--- config.mk ---
export PLATFORM = sky130hd
export DESIGN_NAME = ex_8_2_run_ctrl_flat
export DESIGN_NICKNAME = d
export VERILOG_FILES = /design/src/rtl/ex_8_2_run_ctrl_if.sv /design/src/rtl/ex_8_2_run_ctrl.sv /design/src/flat_wrapper.sv
export SDC_FILE = /design/constraint.sdc
export NUM_CORES = 1
export LEC_CHECK = 0
export CAP_MARGIN = 20
export CORE_MARGIN = 5
export CORE_UTILIZATION = 45
export CTS_CLUSTER_SIZE = 14
export DETAILED_ROUTE_END_ITERATION = 6
export DONT_BUFFER_PORTS = 1
export SYNTH_ARGS = -nofsm -noshare
export SYNTH_HDL_FRONTEND = slang
export SYNTH_SLANG_ARGS = --single-unit
--- constraint.sdc ---
create_clock -name clk -period 1.85 [get_ports clk]
set_input_delay 0.37 -clock clk [delete_from_list [all_inputs] [get_ports clk]]
set_output_delay 0.37 -clock clk [all_outputs]
set_load 0.02 [all_outputs]
--- src/rtl/ex_8_2_run_ctrl_if.sv ---
// Link between the run controller and the ex_8_2_asmd pair it launches.
interface ex_8_2_run_ctrl_if;
  logic       start;
  logic [3:0] A;
  logic       E;
  logic       F;

  modport master (output start, input A, E, F);
  modport slave  (input start, output A, E, F);
endinterface

--- src/rtl/ex_8_2_run_ctrl.sv ---
// Run controller: synchronizes/debounces a raw request, launches the ASMD,
// waits for F with a timeout, captures the result and tracks run/miss/timeout status.
module ex_8_2_run_ctrl #(
  parameter int SYNC_STAGES = 2,
  parameter int DEBOUNCE    = 4,
  parameter int TIMEOUT     = 32,
  parameter int CNT_W       = 8
) (
  input  logic                  clk,
  input  logic                  rstb,
  input  logic                  req,
  ex_8_2_run_ctrl_if.master     asmd,
  output logic                  busy,
  output logic                  done,
  output logic [3:0]            result_A,
  output logic                  result_E,
  output logic [CNT_W-1:0]      run_count,
  output logic                  timeout,
  output logic                  miss
);

  localparam int TW = (TIMEOUT  > 1) ? $clog2(TIMEOUT)  : 1;
  localparam int DW = (DEBOUNCE > 1) ? $clog2(DEBOUNCE) : 1;

  typedef enum logic [2:0] {
    S_IDLE, S_ARM, S_CLR, S_RUN, S_DONE, S_ERR
  } state_e;

  // ---------------- request conditioning ----------------
  logic [SYNC_STAGES-1:0] sync_q;
  logic [DW-1:0]          db_cnt_q, db_cnt_d;
  logic                   req_db_q, req_db_d;
  logic                   req_db_prev_q;
  logic                   req_s;
  logic                   launch;

  assign req_s = sync_q[SYNC_STAGES-1];

  // The level only moves after DEBOUNCE consecutive disagreeing samples;
  // any agreeing sample restarts the count.
  always_comb begin
    db_cnt_d = '0;
    req_db_d = req_db_q;
    if (req_s != req_db_q) begin
      if (db_cnt_q == DW'(DEBOUNCE - 1)) req_db_d = req_s;
      else                               db_cnt_d = db_cnt_q + DW'(1);
    end
  end

  always_ff @(posedge clk or negedge rstb) begin
    if (!rstb) begin
      sync_q        <= '0;
      db_cnt_q      <= '0;
      req_db_q      <= 1'b0;
      req_db_prev_q <= 1'b0;
    end else begin
      sync_q        <= {sync_q[SYNC_STAGES-2:0], req};
      db_cnt_q      <= db_cnt_d;
      req_db_q      <= req_db_d;
      req_db_prev_q <= req_db_q;
    end
  end

  assign launch = req_db_q & ~req_db_prev_q;

  // ---------------- run FSM ----------------
  state_e             state_q, state_d;
  logic [TW-1:0]      timer_q, timer_d;
  logic [3:0]         res_a_q, res_a_d;
  logic               res_e_q, res_e_d;
  logic [CNT_W-1:0]   cnt_q, cnt_d;
  logic               timeout_q, timeout_d;
  logic               miss_q, miss_d;

  always_ff @(posedge clk or negedge rstb) begin
    if (!rstb) begin
      state_q   <= S_IDLE;
      timer_q   <= '0;
      res_a_q   <= '0;
      res_e_q   <= 1'b0;
      cnt_q     <= '0;
      timeout_q <= 1'b0;
      miss_q    <= 1'b0;
    end else begin
      state_q   <= state_d;
      timer_q   <= timer_d;
      res_a_q   <= res_a_d;
      res_e_q   <= res_e_d;
      cnt_q     <= cnt_d;
      timeout_q <= timeout_d;
      miss_q    <= miss_d;
    end
  end

  always_comb begin
    state_d   = state_q;
    timer_d   = timer_q;
    res_a_d   = res_a_q;
    res_e_d   = res_e_q;
    cnt_d     = cnt_q;
    timeout_d = timeout_q;
    miss_d    = miss_q | (launch & (state_q != S_IDLE));
    case (state_q)
      S_IDLE: if (launch) begin
        state_d   = S_ARM;
        timeout_d = 1'b0;
      end
      S_ARM:  state_d = S_CLR;
      // F may still be high from the previous run here; it is deliberately ignored.
      S_CLR: begin
        state_d = S_RUN;
        timer_d = '0;
      end
      S_RUN: begin
        if (asmd.F) begin
          state_d = S_DONE;
          res_a_d = asmd.A;
          res_e_d = asmd.E;
          cnt_d   = cnt_q + CNT_W'(1);
        end else if (timer_q == TW'(TIMEOUT - 1)) begin
          state_d = S_ERR;
        end else begin
          timer_d = timer_q + TW'(1);
        end
      end
      S_DONE: state_d = S_IDLE;
      S_ERR: begin
        state_d   = S_IDLE;
        timeout_d = 1'b1;
      end
      default: state_d = S_IDLE;
    endcase
  end

  assign asmd.start = (state_q == S_ARM);
  assign busy       = (state_q != S_IDLE);
  assign done       = (state_q == S_DONE);
  assign result_A   = res_a_q;
  assign result_E   = res_e_q;
  assign run_count  = cnt_q;
  assign timeout    = timeout_q;
  assign miss       = miss_q;

endmodule

--- src/flat_wrapper.sv ---
// flat-port wrapper written by rule: the top's interface ports become plain ports
module ex_8_2_run_ctrl_flat 
#(
  parameter int SYNC_STAGES = 2,
  parameter int DEBOUNCE    = 4,
  parameter int TIMEOUT     = 32,
  parameter int CNT_W       = 8
)
  (clk, rstb, req, busy, done, result_A, result_E, run_count, timeout, miss, asmd_start, asmd_A, asmd_E, asmd_F);
  ex_8_2_run_ctrl_if asmd_i ();
  input  logic clk;
  input  logic rstb;
  input  logic req;
  output logic busy;
  output logic done;
  output logic [3:0] result_A;
  output logic result_E;
  output logic [CNT_W-1:0] run_count;
  output logic timeout;
  output logic miss;
  output wire logic [$bits(asmd_i.start)-1:0] asmd_start;
  input wire logic [$bits(asmd_i.A)-1:0] asmd_A;
  input wire logic [$bits(asmd_i.E)-1:0] asmd_E;
  input wire logic [$bits(asmd_i.F)-1:0] asmd_F;
  assign asmd_start = asmd_i.start;
  assign asmd_i.A = asmd_A;
  assign asmd_i.E = asmd_E;
  assign asmd_i.F = asmd_F;
  ex_8_2_run_ctrl #(.SYNC_STAGES(SYNC_STAGES), .DEBOUNCE(DEBOUNCE), .TIMEOUT(TIMEOUT), .CNT_W(CNT_W)) u_core (.clk(clk), .rstb(rstb), .req(req), .asmd(asmd_i), .busy(busy), .done(done), .result_A(result_A), .result_E(result_E), .run_count(run_count), .timeout(timeout), .miss(miss));
endmodule
Word level (Yosys, flattened, before mapping)
Index checks and enable logic that the tools add are counted.

Add/sub/neg operators: 3. Equal/unequal tests: 12. Multiplexer cells: 11. Bitwise logic cells: 4. Reductions and logical operators: 9.

Operators by type and width (number): case mux 3 bit (4 select lines) (1); 2-to-1 mux 5 bit (2); case mux 5 bit (2 select lines) (1); 2-to-1 mux 3 bit (3); adder 8 x 1 -> 8 bit (second input constant) (1); AND reduction 2 bit (4); equality test 3 x 2 -> 1 bit (second input constant) (2); equality test 3 bit (second input constant) (2); adder 5 x 1 -> 5 bit (second input constant) (1); equality test 5 bit (second input constant) (1); 2-to-1 mux 2 bit (2); inequality test 2 bit (second input constant) (2); nonzero test 2 bit (2); equality test 3 x 1 -> 1 bit (second input constant) (1); logical NOT 3 bit (1); inequality test 3 x 2 -> 1 bit (second input constant) (1); AND reduction 3 bit (1); nonzero test 3 bit (1); adder 2 x 1 -> 2 bit (second input constant) (1); AND 1 bit (2); equality test 2 bit (second input constant) (1); inequality test 2 x 1 -> 1 bit (second input constant) (1); case mux 1 bit (2 select lines) (1); 2-to-1 mux 1 bit (1); 3 further kinds (3).

Register bits after elaboration: 29. Input bits: 9. Output and inout bits: 18.

Depth between registers and ports, before layout
Gate-level depths: netlist (run 1).

Word-level depth: 4. Mapped depth: 7. Gate-level depth less buffers: 6.

Worst setup path after synthesis (run 1)
No wires, ideal clock.

Kind: flip-flop to flip-flop. Start point: register u_core.timer_q[0]. End point: register u_core.timer_q[0]. Arrival: 1.755 ns. Data required time: 1.729 ns. Setup slack: -0.026 ns. Cell stages (with the launch flop): 8. Path buffers: 1. Period minus slack after synthesis: 1.876 ns. Path through: dfrtp_1 -> ha_1 -> and3_1 -> ha_1 -> or2_1 -> buf_6 -> mux2_4 -> a22o_1.

Word-level cells in the longest chain between the ends: 4. Elaborated cells between the ends (all ways): 7. Those cells by class: add/sub (1); eq/ne (2); mux (3); reduce/logical (1).

RTL lines: start: declaration (RTL line ex_8_2_run_ctrl.sv:68) `logic [TW-1:0] timer_q, timer_d;`; start signal: assignment (RTL line ex_8_2_run_ctrl.sv:86) `timer_q <= timer_d;`; adder 5 x 1 -> 5 bit (RTL line ex_8_2_run_ctrl.sv:123) `timer_d = timer_q + TW'(1);`; 2-to-1 mux 5 bit (RTL line ex_8_2_run_ctrl.sv:120) `end else if (timer_q == TW'(TIMEOUT - 1)) begin`; 2-to-1 mux 5 bit (RTL line ex_8_2_run_ctrl.sv:115) `if (asmd.F) begin`; case mux 5 bit (2 select lines) (RTL line ex_8_2_run_ctrl.sv:103) `case (state_q)`.

Parallel ways exist; a longest one is shown, timed or not. The select of a mux whose other input is x is not followed. A chain may end at the register's enable or synchronous reset.

Final worst setup path (run 1)
Start point: register u_core.timer_q[1]. End point: register u_core.timer_q[0].

Word-level cells in the longest chain between the ends: 3.

RTL lines (RTL line): equality test 5 bit (ex_8_2_run_ctrl.sv:120); inequality test 2 bit (no line); AND reduction 3 bit (no line).

No other way between the ends.

==> results.yml, run 1 <==
cts:
  clk_path_buf_depth: 2
  cts_max_level: 2
  clk_latency_ns: 0.32
  cts_sinks: 29
  path_clk_slew_ns: 0.08
  clock-root-buffer: "clkbuf_4"
  cts_tree: "built"
  cts_buffers: 5
setup_path:
  crit_path_top_delay_cell: "dfrtp_1"
  crit_required_ns: 2.10
  critical_path.top_delay_family: "simple AND/OR/NAND/NOR gates"
  crit_path_start_kind: "flip-flop"
  path_max_fanout: 4
  crit_buf_inv: 1
  crit_chain: "ha_2 -> and3_1 -> ha_2 -> buf_4 -> nor4b_4 -> mux2_4 -> a22o_1"
  slowest_delay_ns: 0.42
  critical_path_class: "reg2reg"
  worstPathArrival_ns: 2.03
  crit_path_end_kind: "flip-flop"
  cpMostUsedCell: "ha_2"
floorplan:
  io_pins: 27
  start_util_pct: 47.4
  die-area_sq_mm: 0.00411
  die_w_um: 64.1
  die_h_um: 64.1
  core-area_sq_mm: 0.00278
  fp-row-count: 19
drt:
  met2_length_um: 1010
  highest_layer: "met4"
  route.detailed.drc: 0
  wl_um: 2220
  postRouteAntennaNets: 0
  vias: 843
  vias_per_cell: 5.70
  dr_wl_met3_um: 152
  drt_iter0_markers: 64
  wl_per_cell_um: 15.0
  first_pass_iters: 4
  wl_met1_um: 1030
power_and_ir_drop:
  total_power_mw: 2.26
  power_density_mw_per_mm2: 1550
  irDropWorstVdd_mv: 1.16
  p_leak_nw: 0.679
sta:
  max_slew_margin_pct: 76.1
  setup_viol_count_final: 0
  tns_ns: 0
  rsz0062_at_grt: "yes"
  drv_slew: 0
  fin_crit_sh_pct: 96.0
  finClkSkew_ns: 0.0125
  tightestPinTransition_ns: 0.359
  hold_viol: 0
  setup_slack_ns: 0.0748
  max_freq_ghz: 0.563
  fin_crit_ns: 1.78
min_path:
  hold_class: "in2reg"
synth:
  yosysSeqAreaShare_pct: 55.0
  synth-async-reset-ratio_pct: 100
  synth_area_per_cell_sq_um: 12.3
  yosysTopAreaCell: "dfrtp_1"
  yosysWarnings: 0
  synthCells: 107
  yosysUniqueCellTypes: 31
  synth.area.top_cells: "dfrtp_1 55%, mux2_2 6.0%, xor2_1 4.0%"
  syn-cell-area_sq_mm: 0.00132
  synth_edf_count: 0
  synth-seq-cells: 29
  synth_flop_cell: "dfrtp_1"
  synth_nets: 120
  synth_top_area_share_pct: 55.0
placed_design:
  place_ws_ns: 0.0150
  portBuffers: 0
  place_congestion: 0.815
  dp.cells: 137
  dp_hpwl_um: 1540
cells_and_area:
  finish.net_count: 130
  layout_commonest_cell: "dfrtp_1"
  area_delta_synth_final_pct: 10.1
  n_antenna_cell: 0
  final_core_util_pct: 52.2
  final_cell_mix: "28 x dfrtp_1, 7 x nand2_1, 7 x mux2_2"
  drive_gt1_share_pct: 24.8
  stdcell_count: 148
global_route:
  antenna_found_initial: 0
  grt_pass1_wl_um: 3960
  track_usage_pct: 12.5
  grt_max_degree: 30
  grt_pass1_vias: 829
  grt_overflow_total: 0
run_status:
  outcome: "finished, final reports clean"
run:
  drv_cap: 0
[repair_timing]
| action | in CTS | in global routing |
|---|---|---|
| endpoints found under the hold margin | 29 | 0 |
| resized for setup | 1 | 3 |
| endpoints found under the setup margin | 1 | 5 |
| buffers inserted | 0 | 2 |
| hold buffers | 2 | 0 |
[power by group]
| group | switching (mW) | leakage [nW] | internal, mW |
|---|---|---|---|
| registers | 0.394 | 0.363 | 0.848 |
| clock network | 0.198 | 0.0314 | 0.179 |
| logic | 0.295 | 0.285 | 0.342 |
[cell families after synthesis]
| family | share of synthesized area [%] |
|---|---|
| AND/OR/NAND/NOR | 14.8 |
| flip-flops | 55.0 |
| AO/OA/AOI/OAI | 9.39 |
| buffers and inverters | 4.55 |
| XOR/XNOR | 5.31 |
| multiplexers | 7.12 |
| adder cells (fa/ha/maj) | 3.80 |
[layer usage]
layer / vias to the layer above / global-route usage, %
met5: - / 0
met4: 0 / 5.34
met3: 7 / 6.13
met2: 27 / 18.7
met1: 414 / 15.2
li1: 395 / -
[sequential cells by signal, indices dropped and copies added, names as in the netlist]
name,flops
u_core.result_E,1
u_core.state_q,3
u_core.miss,1
u_core.result_A,4
u_core.db_cnt_q,2
u_core.req_db_prev_q,1
u_core.run_count,8
u_core.timeout,1
u_core.timer_q,5
u_core.sync_q,2
u_core.req_db_q,1
[stage by stage]
step / hold slack [ns] / instance area (sq um)
after floorplan: 0.0744 / 1320
after global placement: 0.0752 / 1350
after detailed placement: 0.0752 / 1350
after CTS: 0.0641 / 1430
after global routing: 0.0469 / 1450
final: 0.0853 / 1450
[cell usage after synthesis, types with 3 or more instances]
library cell / count
a21oi_1: 4
a22o_1: 3
buf_4: 3
dfrtp_1: 29
ha_1: 4
inv_1: 4
mux2_2: 7
nand2_1: 7
nand3_1: 4
nor2_1: 4
nor3_1: 6
o21ai_0: 3
xor2_1: 6
[path summary, 6_finish.rpt]
| path | start | to | slack (ns) | cells after the start |
|---|---|---|---|---|
| min reg2reg | u_core.sync_q[0] | u_core.sync_q[1] | 0.35 | 0 |
| max | u_core.timer_q[1] | u_core.timer_q[0] | 0.07 | 7 |
| max in group asynchronous | rstb | u_core.result_E | 1.21 | 2 |
| max reg2reg | u_core.timer_q[1] | u_core.timer_q[0] | 0.07 | 7 |
| min in group asynchronous | rstb | u_core.miss | 0.47 | 2 |
| min | req | u_core.sync_q[0] | 0.09 | 0 |
[worst reg2reg max path, delay by kind of cell (launching register included)]
family                   cells  cell delay [ns]
AND/OR/NAND/NOR              2             0.47
flip-flops                   1             0.42
adder cells (fa/ha/maj)      2             0.37
multiplexers                 1             0.21
buffers and inverters        1             0.13
AO/OA/AOI/OAI                1             0.12
[layout make-up]
| cell class | instances | area, sq um |
|---|---|---|
| fillers | 242 | 1330 |
| flip-flops and latches | 29 | 727 |
| multi-input cells | 69 | 541 |
| repair buffers | 8 | 75.1 |
| clock buffers | 7 | 55.1 |
| well taps | 31 | 38.8 |
| inverters | 4 | 15.0 |
Power figures use the tool's default switching activity.
==> run 2, diff against run 1 <==
Settings changed: CAP_MARGIN 20 to 25.
==> results of run 2 <==
The final DEF is identical to that of run 1; final timing and power are the same.
==> run 3, diff against run 2 <==
Settings changed: PLACE_DENSITY_LB_ADDON from default to 0.15.
==> run 3 against run 2 <==
Effect of this change:
- flip-flop and latch count stayed put
- global-route usage rose by 0.31 points
- register-to-register slack is essentially flat
- critical path depth is 1 lower
- first-iteration DRC count decreased by 7.8%
- worst setup slack got worse by 0.0060 ns
- die area unchanged
- critical endpoint is now u_core.timer_q[1]
- total power is 5.6% higher
==> results.yml, run 3 (same netlist as run 1, synthesis figures left out) <==
cts:
  clock-root-buffer: "clkbuf_4"
  cts_max_level: 2
  clk_path_buf_depth: 2
  cts_tree: "built"
  cts_sinks: 29
  clk_latency_ns: 0.32
  path_clk_slew_ns: 0.09
  cts_buffers: 5
drt:
  vias_per_cell: 5.48
  wl_per_cell_um: 15.7
  first_pass_iters: 4
  wl_um: 2350
  drt_iter0_markers: 59
  route.detailed.drc: 0
  postRouteAntennaNets: 0
  vias: 822
power_and_ir_drop:
  p_sw_share_pct: 38.8
  p_leak_nw: 0.691
  combPwrFrac_pct: 30.6
  switching_power_mw: 0.925
  power_density_mw_per_mm2: 1600
  p_int_mw: 1.46
  clock_power_share_pct: 18.2
  irDropWorstVdd_mv: 0.891
  total_power_mw: 2.38
  seq_power_share_pct: 51.2
sta:
  finClkSkew_ns: 0.00762
  tightestPinTransition_ns: 0.370
  rsz0062_at_grt: "no"
  fin_crit_ns: 1.78
  hold_viol: 0
  setup_viol_count_final: 0
  drv_slew: 0
  max_freq_ghz: 0.561
  max_slew_margin_pct: 75.3
  fin_crit_sh_pct: 96.3
setup_path:
  crit_path_start_kind: "flip-flop"
  crit_path_end_kind: "flip-flop"
  worstPathArrival_ns: 1.99
  timing.rr.end: "u_core.timer_q[1]"
  critical_path_class: "reg2reg"
  crit_required_ns: 2.06
  regToRegStartpoint: "u_core.timer_q[0]"
  path_max_fanout: 8
  reg2reg_slack_ns: 0.07
  crit_end: "u_core.timer_q[1]"
  setup.worst_path.start: "u_core.timer_q[0]"
  reg2reg_depth: 6
cells_and_area:
  finish.net_count: 131
  drive_gt1_share_pct: 27.7
  nFillCells: 239
  final_core_util_pct: 53.5
  largest_reg_flops: 8
  n_antenna_cell: 0
  area_delta_synth_final_pct: 12.9
  final_cell_mix: "28 x dfrtp_1, 7 x nand2_1, 7 x mux2_2, 7 x buf_4"
  layout_commonest_cell: "dfrtp_1"
run_status:
  outcome: "finished, final reports clean"
global_route:
  grt_pass1_vias: 864
  grt_pass1_wl_um: 4120
  track_usage_pct: 12.8
  antenna_found_initial: 0
  grt_overflow_total: 0
  grt_max_degree: 30
run:
  drv_cap: 0
floorplan:
  io_pins: 27
  die_w_um: 64.1
  start_util_pct: 47.4
  die-area_sq_mm: 0.00411
  core-area_sq_mm: 0.00278
  fp-row-count: 19
  die_h_um: 64.1
placed_design:
  portBuffers: 0
  dp_hpwl_um: 1610
  place_congestion: 0.770
min_path:
  hold_start: "req"
  hold_class: "in2reg"
[run 3: cell types whose count changed in the layout (fill, tap and decap cells not counted)]
cell,delta
clkbuf_8,+1
and3_1,-1
o21ai_0,-1
buf_4,+1
and3_4,+1
clkbuf_1,-1
o21ai_1,+1
ha_2,-1
clkinv_2,+1
ha_4,+1
[run 3: final cells by class]
type                    instances  area [sq um]  share of cell area [%]
flip-flops and latches         29           727                    48.8
multi-input cells              69           556                    37.3
repair buffers                  9          82.6                    5.55
clock buffers                   7          65.1                    4.37
well taps                      31          38.8                    2.61
inverters                       4          15.0                    1.01
clock inverters                 1          5.00                   0.336
[run 3: through the flow]
stage          cells  hold slack [ns]  TNS [ns]  setup WS [ns]  instance area (sq um)
6_report         150           0.0682         0         0.0688                   1490
5_1_grt          150           0.0387         0         0.0214                   1490
4_1_cts          146           0.0506         0         0.0202                   1440
2_1_floorplan    107           0.0744         0        0.00278                   1320
3_3_place_gp     136           0.0751         0         0.0429                   1340
3_5_place_dp     136           0.0753   -0.0421        -0.0214                   1340
[run 3: critical path, cell delays in order (launching register included)]
cell	delay [ns]
dfrtp_1	0.39
ha_2	0.20
and3_4	0.18
ha_4	0.16
or2_4	0.27
a22o_1	0.25
a22o_1	0.20
[run 3: power groups by stage]
stage / clock (mW) / sequential, mW / combinational (mW)
floorplan: 0 / 1.13 / 0.618
global placement: 0 / 1.25 / 0.590
detailed placement: 0 / 1.26 / 0.613
CTS: 0.452 / 1.25 / 0.642
global route: 0.478 / 1.26 / 0.825
finish: 0.433 / 1.22 / 0.730
[run 3: what timing repair did]
item	4_1_cts	5_1_grt
endpoints found under the hold margin	29	0
buffers inserted	0	5
pin swaps	0	3
endpoints found under the setup margin	3	5
hold buffers	2	0
resized for setup	2	5
[run 3: per-layer routing]
metal | GRT usage, % | up-vias | share of wire, %
met1 | 15.8 | 406 | 44
met5 | 0 | - | 0
met2 | 19.6 | 18 | 49
met3 | 5.43 | 5 | 5.6
li1 | - | 393 | -
met4 | 5.34 | 0 | 1.8
[run 3: worst min path at each step]
stage	end	slack, ns	cells past startpoint
floorplan	u_core.db_cnt_q[0]	0.07	0
global placement	u_core.state_q[1]	0.08	0
detailed placement	u_core.state_q[0]	0.08	0
CTS	u_core.sync_q[0]	0.05	0
global route	u_core.sync_q[0]	0.04	0
finish	u_core.sync_q[0]	0.07	0
